`src/rtl/wb_reg_file_pkg.sv`:
```
// Shared writeback definitions: control-bit positions and default widths used by
// MEM/WB, the control unit and the register file.
package wb_reg_file_pkg;

    localparam int unsigned DefaultDataW = 32;
    localparam int unsigned DefaultAddrW = 5;
    localparam int unsigned DefaultNregs = 32;

    // Writeback control word: {RegWrite, MemtoReg}
    localparam int unsigned CtrlW        = 2;
    localparam int unsigned CtrlRegWrite = 1;
    localparam int unsigned CtrlMemToReg = 0;

    localparam int unsigned CountW = 32;

endpackage

```
`src/rtl/wb_mux.sv`:
```
// Writeback value select: load data or ALU result.
module wb_mux
    import wb_reg_file_pkg::*;
#(
    parameter int unsigned DATA_W = DefaultDataW
) (
    input  logic              mem_to_reg,
    input  logic [DATA_W-1:0] read_data,
    input  logic [DATA_W-1:0] alu_result,
    output logic [DATA_W-1:0] write_data
);

    always_comb begin
        write_data = mem_to_reg ? read_data : alu_result;
    end

endmodule

```
`src/rtl/wb_reg_file.sv`:
```
// Flip-flop register file with two bypassed read ports, writeback select and a
// committed-write counter; register 0 is hard zero.
module wb_reg_file
    import wb_reg_file_pkg::*;
#(
    parameter int unsigned DATA_W = DefaultDataW,
    parameter int unsigned ADDR_W = DefaultAddrW,
    parameter int unsigned NREGS  = DefaultNregs
) (
    input  logic              clk,
    input  logic              rst,
    input  logic [CtrlW-1:0]  wb_control_in,
    input  logic [DATA_W-1:0] wb_read_data,
    input  logic [DATA_W-1:0] wb_alu_result,
    input  logic [ADDR_W-1:0] wb_write_reg,
    input  logic [ADDR_W-1:0] rs_addr,
    input  logic [ADDR_W-1:0] rt_addr,
    output logic [DATA_W-1:0] rs_data,
    output logic [DATA_W-1:0] rt_data,
    output logic [DATA_W-1:0] wb_write_data,
    output logic [CountW-1:0] wb_count
);

    logic [DATA_W-1:0] regs_q [NREGS];
    logic [CountW-1:0] wb_count_q;
    logic              reg_write;
    logic              mem_to_reg;
    logic              commit;

    assign reg_write  = wb_control_in[CtrlRegWrite];
    assign mem_to_reg = wb_control_in[CtrlMemToReg];

    // Gating with rst also disables the bypass while reset is held.
    assign commit = !rst && reg_write && (wb_write_reg != '0);

    wb_mux #(
        .DATA_W (DATA_W)
    ) u_wb_mux (
        .mem_to_reg (mem_to_reg),
        .read_data  (wb_read_data),
        .alu_result (wb_alu_result),
        .write_data (wb_write_data)
    );

    always_ff @(posedge clk or posedge rst) begin
        if (rst) begin
            for (int unsigned i = 0; i < NREGS; i++) begin
                regs_q[i] <= '0;
            end
        end else if (commit) begin
            regs_q[wb_write_reg] <= wb_write_data;
        end
    end

    always_ff @(posedge clk or posedge rst) begin
        if (rst) begin
            wb_count_q <= '0;
        end else if (commit) begin
            wb_count_q <= wb_count_q + 1'b1;
        end
    end

    // Write-before-read: a commit landing this cycle is visible on the read ports now.
    always_comb begin
        rs_data = regs_q[rs_addr];
        rt_data = regs_q[rt_addr];
        if (commit && (rs_addr == wb_write_reg)) begin
            rs_data = wb_write_data;
        end
        if (commit && (rt_addr == wb_write_reg)) begin
            rt_data = wb_write_data;
        end
    end

    assign wb_count = wb_count_q;

endmodule

```
`config.mk`:
```
export PLATFORM = sky130hd
export DESIGN_NAME = wb_reg_file
export DESIGN_NICKNAME = d
export VERILOG_FILES = /design/src/rtl/wb_reg_file_pkg.sv /design/src/rtl/wb_mux.sv /design/src/rtl/wb_reg_file.sv
export SDC_FILE = /design/constraint.sdc
export NUM_CORES = 2
export LEC_CHECK = 0
export BUFFER_PORTS_ARGS = -buffer_cell sky130_fd_sc_hd__clkbuf_2
export CAP_MARGIN = 20
export CELL_PAD_IN_SITES_DETAIL_PLACEMENT = 1
export CELL_PAD_IN_SITES_GLOBAL_PLACEMENT = 1
export CORE_UTILIZATION = 40
export CTS_BUF_LIST = sky130_fd_sc_hd__clkbuf_16
export CTS_CLUSTER_SIZE = 8
export DETAILED_ROUTE_END_ITERATION = 12
export PLACE_DENSITY_LB_ADDON = 0.1
export REMOVE_ABC_BUFFERS = 1
export SLEW_MARGIN = 20
export SYNTH_ARGS = -nofsm -noshare
export SYNTH_HDL_FRONTEND = slang
export SYNTH_SLANG_ARGS = --single-unit
```
`constraint.sdc`:
```
create_clock -name clk -period 33.8 [get_ports clk]
set_clock_uncertainty 0.2 [all_clocks]
set_input_delay 3.38 -clock clk [delete_from_list [all_inputs] [get_ports clk]]
set_output_delay 3.38 -clock clk [all_outputs]
set_load 0.005 [all_outputs]
```
; ---- Word-level counts from Yosys, hierarchy flattened
; Index checks and enable logic that the tools add are counted.
[word_totals]
regBits = 1056
input_bits = 83
[op_classes]
n_reduce_logical = 7
n_lt_le_gt_ge = 4
addsub = 1
mux = 12
bitwise = 3
n_eq_ne = 2
[op_table]
columns = op, count
row1 = $bwmux W1024, 1
row2 = $bmux W32 S5, 2
row3 = $mux W32, 8
row4 = $demux W32 S5, 1
row5 = $add A32 B1 Y32 const B, 1
row6 = $ge A6 B6 Y1 const B, 3
row7 = $not A5 Y6, 3
row8 = $eq A5 B5 Y1, 2
row9 = $lt A6 B1 Y1 const B, 1
row10 = $logic_and A1 B1 Y1, 5
row11 = $reduce_bool A5 Y1, 1
row12 = $logic_not A1 Y1, 1

; ---- Logic depth before layout (Yosys ltp)
[logic_depth]
depth_word = 6
ltp_mapped = 10
ltp_nobuf = 6

; ---- Hierarchy
; From an unflattened synthesis, not the netlist that was laid out.
[unflattened]
hier_cells = 3749
area_unflattened_um2 = 55713.4
[by_module_without_submodules]
columns = module, cells_each, instances, area_per_inst_um2, seq_area_each_um2
row1 = wb_reg_file, 3713, 1, 55169.2, 26425.3
row2 = wb_mux, 36, 1, 544.3, 0.0

; ---- Worst setup path after synthesis
; Ideal clock, no wire load.
[synth_timing]
path_type = in2out
start = input rs_addr[1]
end = output rs_data[20]
t_required_ns = 30.220
path_slack_ns = 25.525
path_buffers = 4
t_arrival_ns = 4.695
stages = 10
cell_sequence = buf_2 > nor2b_1 > buf_2 > buf_4 > buf_2 > a22oi_1 > a21oi_1 > nor4_1 > nand2_1 > o21ai_0
[synth_between]
elab_chain_cells = 5
[synth_lines]
columns = item, line_no
row1 = "start, declared", wb_reg_file.sv:16  ; input logic [ADDR_W-1:0] rs_addr,
row2 = $not A5 Y6 (not written as such), wb_reg_file.sv:65  ; rs_data = regs_q[rs_addr];
row3 = $bmux W32 S5, wb_reg_file.sv:65
row4 = $mux W32 (not written as such) (2 in series), wb_reg_file.sv:65
row5 = $mux W32 *, wb_reg_file.sv:67  ; if (commit && (rs_addr == wb_write_reg)) begin
row6 = "end, declared", wb_reg_file.sv:18  ; output logic [DATA_W-1:0] rs_data,
; Mark *: on every way between the ends. The rest lies on a longest branch, timed or not. The select of a mux whose other input is x is not followed.

; ---- Worst setup path after layout
[layout_timing]
start = input rs_addr[0]
end = output rs_data[3]
; Same word-level chain as after synthesis.

==> results.json <==
{
  "status": "finished clean",
  "post-route-period-util_pct": 35.4,
  "grt_util_met3_pct": 3.91,
  "global_route_wire_length_before_repair_um": 319000,
  "worst_hold_slack_ps": 198,
  "dp_hpwl_um": 114000,
  "portBuffers": 210,
  "power.share.switching_pct": 30.5,
  "synth.top_cell.area_share_pct": 47.0,
  "cts_buffers": 151,
  "timing_max_transition_violations_final": 0,
  "worst_path_most_repeated_cell": "sky130_fd_sc_hd__buf_4",
  "slowest_delay_ps": 920,
  "floorplan.die_area_mm2": 0.142,
  "drt_iter0_drc": 3139,
  "clk_latency_ps": 770,
  "stdcell_count": 7663,
  "ys.flop_type": "sky130_fd_sc_hd__dfrtp_1",
  "max-vdd-ir-drop_uv": 36.8,
  "synth_cell_types": 44,
  "synthCells": 5872,
  "post-route-drc-count": 0,
  "max_slew_margin_pct": 19.7,
  "internal_power_mw": 2.56,
  "total_leakage_power_nw": 29.2,
  "wire_per_inst_um": 28.1,
  "area_growth_syn_to_layout_pct": 10.6,
  "met2_usage_in_global_routing_pct": 50.6,
  "cp_cell_sequence": "buf_8 -> buf_4 -> buf_4 -> buf_4 -> buf_4 -> mux2i_1 -> a22oi_1 -> a21oi_1 -> nor4_1 -> nand2_1 -> o21ai_0 -> clkbuf_2",
  "boundaryPins": 211,
  "worst-endpoint-required_ps": 30220,
  "number_of_hold_violations_in_the_final_report": 0,
  "regToRegEndpoint": "wb_count[22]",
  "path_buf_inv": 6,
  "grt_use_total_pct": 30.2,
  "grt.busiest_layer": "met2",
  "maxClockFrequency_mhz": 83.5,
  "layout_min_cycle_time_ps": 11970,
  "synthesis.area_mm2": 0.0562,
  "post_route_cells_drive_above_1_share_pct": 10.4,
  "post_cts.repair.setup_buffers": 0,
  "clock_sinks": 1056,
  "timing.critical_path.slowest_stage_cell": "sky130_fd_sc_hd__buf_4",
  "cts.reportedPaths.clkPinSlew_ps": 50,
  "row_count": 137,
  "synth.avg_cell_area_um2": 9.58,
  "yosys-top-cells-area": "sky130_fd_sc_hd__dfrtp_1 47%, sky130_fd_sc_hd__mux2i_1 19%, sky130_fd_sc_hd__a21oi_1 6.8%, sky130_fd_sc_hd__a22oi_1 6.8%, sky130_fd_sc_hd__o21ai_0 4.7%",
  "max_cap_viol": 0,
  "combPwrFrac_pct": 18.0,
  "weighted_congestion_reported_at_the_end_of_routability_driven_placement": 0.781,
  "register_area_mm2": 0.0264,
  "power_density_relative_to_cell_area_mw_per_mm2": 59.2,
  "core-area_mm2": 0.140,
  "hold_path_depth": 0,
  "nNetsFinal": 5845,
  "timing_worst_setup_path_type": "primary input to output pin",
  "reg2regPathDepth": 6,
  "proportion_of_power_drawn_by_the_clock_network_pct": 37.4,
  "r2r_start": "wb_count[11]",
  "start_kind": "primary input",
  "clk_root_buffer_cell": "sky130_fd_sc_hd__clkbuf_16",
  "hold_path_class": "flop to flop",
  "dpl.cell_count": 7484,
  "critPathCaptureType": "output pin",
  "tritoncts": "yes",
  "multiInputGateArea_mm2": 0.0271,
  "detail_route.first_pass.iterations": 7,
  "worstHoldStart": "regs_q[1020]",
  "cts_resized": 0,
  "vias": 45400,
  "fillers": 15700,
  "detail_route.wirelength_um": 215000,
  "share_seq_of_total_power_pct": 44.6,
  "setup-violations-final": 0,
  "portion_of_the_post_synthesis_area_used_by_sequential_elements_pct": 47.0,
  "level_count_of_the_clock_h_tree": 4,
  "synthesis.yosys.warnings": 0,
  "vias_in_the_first_global_route": 47600,
  "dieHeight_um": 377,
  "viasPerCell": 5.92,
  "max-clock-path-buffers": 3,
  "grtUsageMet1_pct": 40.3,
  "synth_async_sr_flop_share_pct": 100,
  "floorplan.initialDensity_pct": 40.3,
  "crit_fanout": 57,
  "cpLargestDelayFamily": "buffers and inverters",
  "globalRoute.totalOverflow": 0,
  "hold_endpoint": "regs_q[1020]",
  "antenna_violating_nets_post_route": 0,
  "critical_path_arrival_ps": 8390,
  "cts_hold_buffers": 0,
  "rrSetupSlack_ps": 31680,
  "rsz0062_at_grt": "no",
  "antenna-diode-count": 0,
  "max_slew.worst_pin.slew_ps": 1200,
  "total_power_mw": 3.68,
  "dieWidth_um": 377,
  "grt_antenna_before_repair": 1,
  "synth.ff_latch_count": 1056,
  "finalSetupTns_ps": 0,
  "synth_enable_flop_cells": 0,
  "pin_count_of_the_biggest_net_entering_global_routing": 170,
  "switching_power_mw": 1.12,
  "yosysTopAreaCell": "sky130_fd_sc_hd__dfrtp_1"
}
## power by group through the flow
stage	logic (mW)	clock network, mW	registers [mW]
global route	0.743	1.45	1.67
global placement	0.640	0	1.65
floorplan	0.449	0	1.61
CTS	0.666	1.41	1.64
detailed placement	0.663	0	1.66
finish	0.663	1.38	1.64
## flip-flops by register name, indices dropped and copies added, names as in the netlist
signal	cells
regs_q	1024
wb_count	32
## layer usage
layer / vias up / wire, um
met5: - / 0
met4: 0 / 6670
met3: 327 / 9080
met2: 1030 / 104000
met1: 23500 / 96000
li1: 20600 / -
## worst max path at each step
stage | from | end | slack [ps] | cells after the start
global route | rs_addr[0] | rs_data[19] | 21620 | 12
finish | rs_addr[0] | rs_data[3] | 21830 | 12
CTS | rs_addr[0] | rs_data[3] | 21860 | 12
floorplan | rst | regs_q[0] | 500 | 1
detailed placement | rs_addr[0] | rs_data[19] | 21880 | 12
global placement | rs_addr[0] | rs_data[19] | 21940 | 12
## layout make-up
class | instances | share of cell area, %
Multi-Input combinational cell | 4181 | 43.6
Clock buffer | 156 | 6.28
Tap cell | 1876 | 3.78
Clock inverter | 23 | 0.248
Sequential cell | 1056 | 42.5
Timing Repair Buffer | 338 | 3.35
Inverter | 33 | 0.219
## worst reg2reg max path: stages, from the launching register on
cell                      delay (ps)
sky130_fd_sc_hd__dfrtp_1         460
sky130_fd_sc_hd__and4_1          290
sky130_fd_sc_hd__and4_1          270
sky130_fd_sc_hd__nand3_1         160
sky130_fd_sc_hd__nor2_2          310
sky130_fd_sc_hd__nand4_1         160
sky130_fd_sc_hd__xnor2_1         140
## per-stage QoR
| stage | cell area (um2) | util [%] | worst slack [ps] |
|---|---|---|---|
| floorplan | 53100 | - | 496 |
| global placement | 58100 | 41.6 | 21940 |
| detailed placement | 58100 | 41.6 | 21880 |
| CTS | 62200 | 44.5 | 21860 |
| global route | 62200 | 44.6 | 21620 |
| finish | 62200 | 44.6 | 21830 |
## cells in the mapped netlist (all sizes together), types with 3 or more instances
cell       n
dfrtp   1056
mux2i   1056
a21oi    769
nand2    578
o21ai    543
nor2     541
a22oi    508
clkbuf   346
buf      256
nor4      63
inv       33
xnor2     30
nand3     15
nand4     12
xor2      11
and3       8
nand2b     8
nor2b      8
and2       6
nor3       5
and4       4
or2        4
nand3b     3
nor3b      3
## cell families (layout without fill, tap and decap cells)
logic type	count (synthesis)	after routing	share of synthesized area, %
AO/OA/AOI/OAI	1821	1821	18.5
XOR/XNOR	41	41	0.639
adder cells (fa/ha/maj)	1	1	0.0222
buffers and inverters	635	550	5.73
flip-flops	1056	1056	47.0
multiplexers	1057	1057	18.8
AND/OR/NAND/NOR	1261	1261	9.33
## cells in the final DEF (no fill, tap or decap), types with 5 or more instances in the layout
master / netlist / layout
sky130_fd_sc_hd__nand2_1: 578 / 561
sky130_fd_sc_hd__nand3_1: 15 / 15
sky130_fd_sc_hd__nand2_4: 0 / 16
sky130_fd_sc_hd__xnor2_1: 30 / 30
sky130_fd_sc_hd__a22oi_1: 508 / 508
sky130_fd_sc_hd__nor2_4: 5 / 16
sky130_fd_sc_hd__inv_1: 33 / 44
sky130_fd_sc_hd__xor2_1: 11 / 11
sky130_fd_sc_hd__clkbuf_2: 1 / 206
sky130_fd_sc_hd__o21ai_1: 18 / 18
sky130_fd_sc_hd__buf_4: 77 / 125
sky130_fd_sc_hd__a21oi_1: 769 / 769
sky130_fd_sc_hd__clkbuf_16: 0 / 156
sky130_fd_sc_hd__mux2i_2: 0 / 16
sky130_fd_sc_hd__nor2_1: 522 / 519
sky130_fd_sc_hd__o21ai_0: 525 / 525
sky130_fd_sc_hd__nor4_1: 63 / 62
sky130_fd_sc_hd__and3_1: 8 / 8
sky130_fd_sc_hd__mux2i_1: 1056 / 1024
sky130_fd_sc_hd__nand4_1: 9 / 9
sky130_fd_sc_hd__nor2b_4: 0 / 5
sky130_fd_sc_hd__dfrtp_1: 1056 / 1056
sky130_fd_sc_hd__inv_6: 0 / 6
sky130_fd_sc_hd__mux2i_4: 0 / 16
No activity file was read; power rests on OpenSTA's default activity.
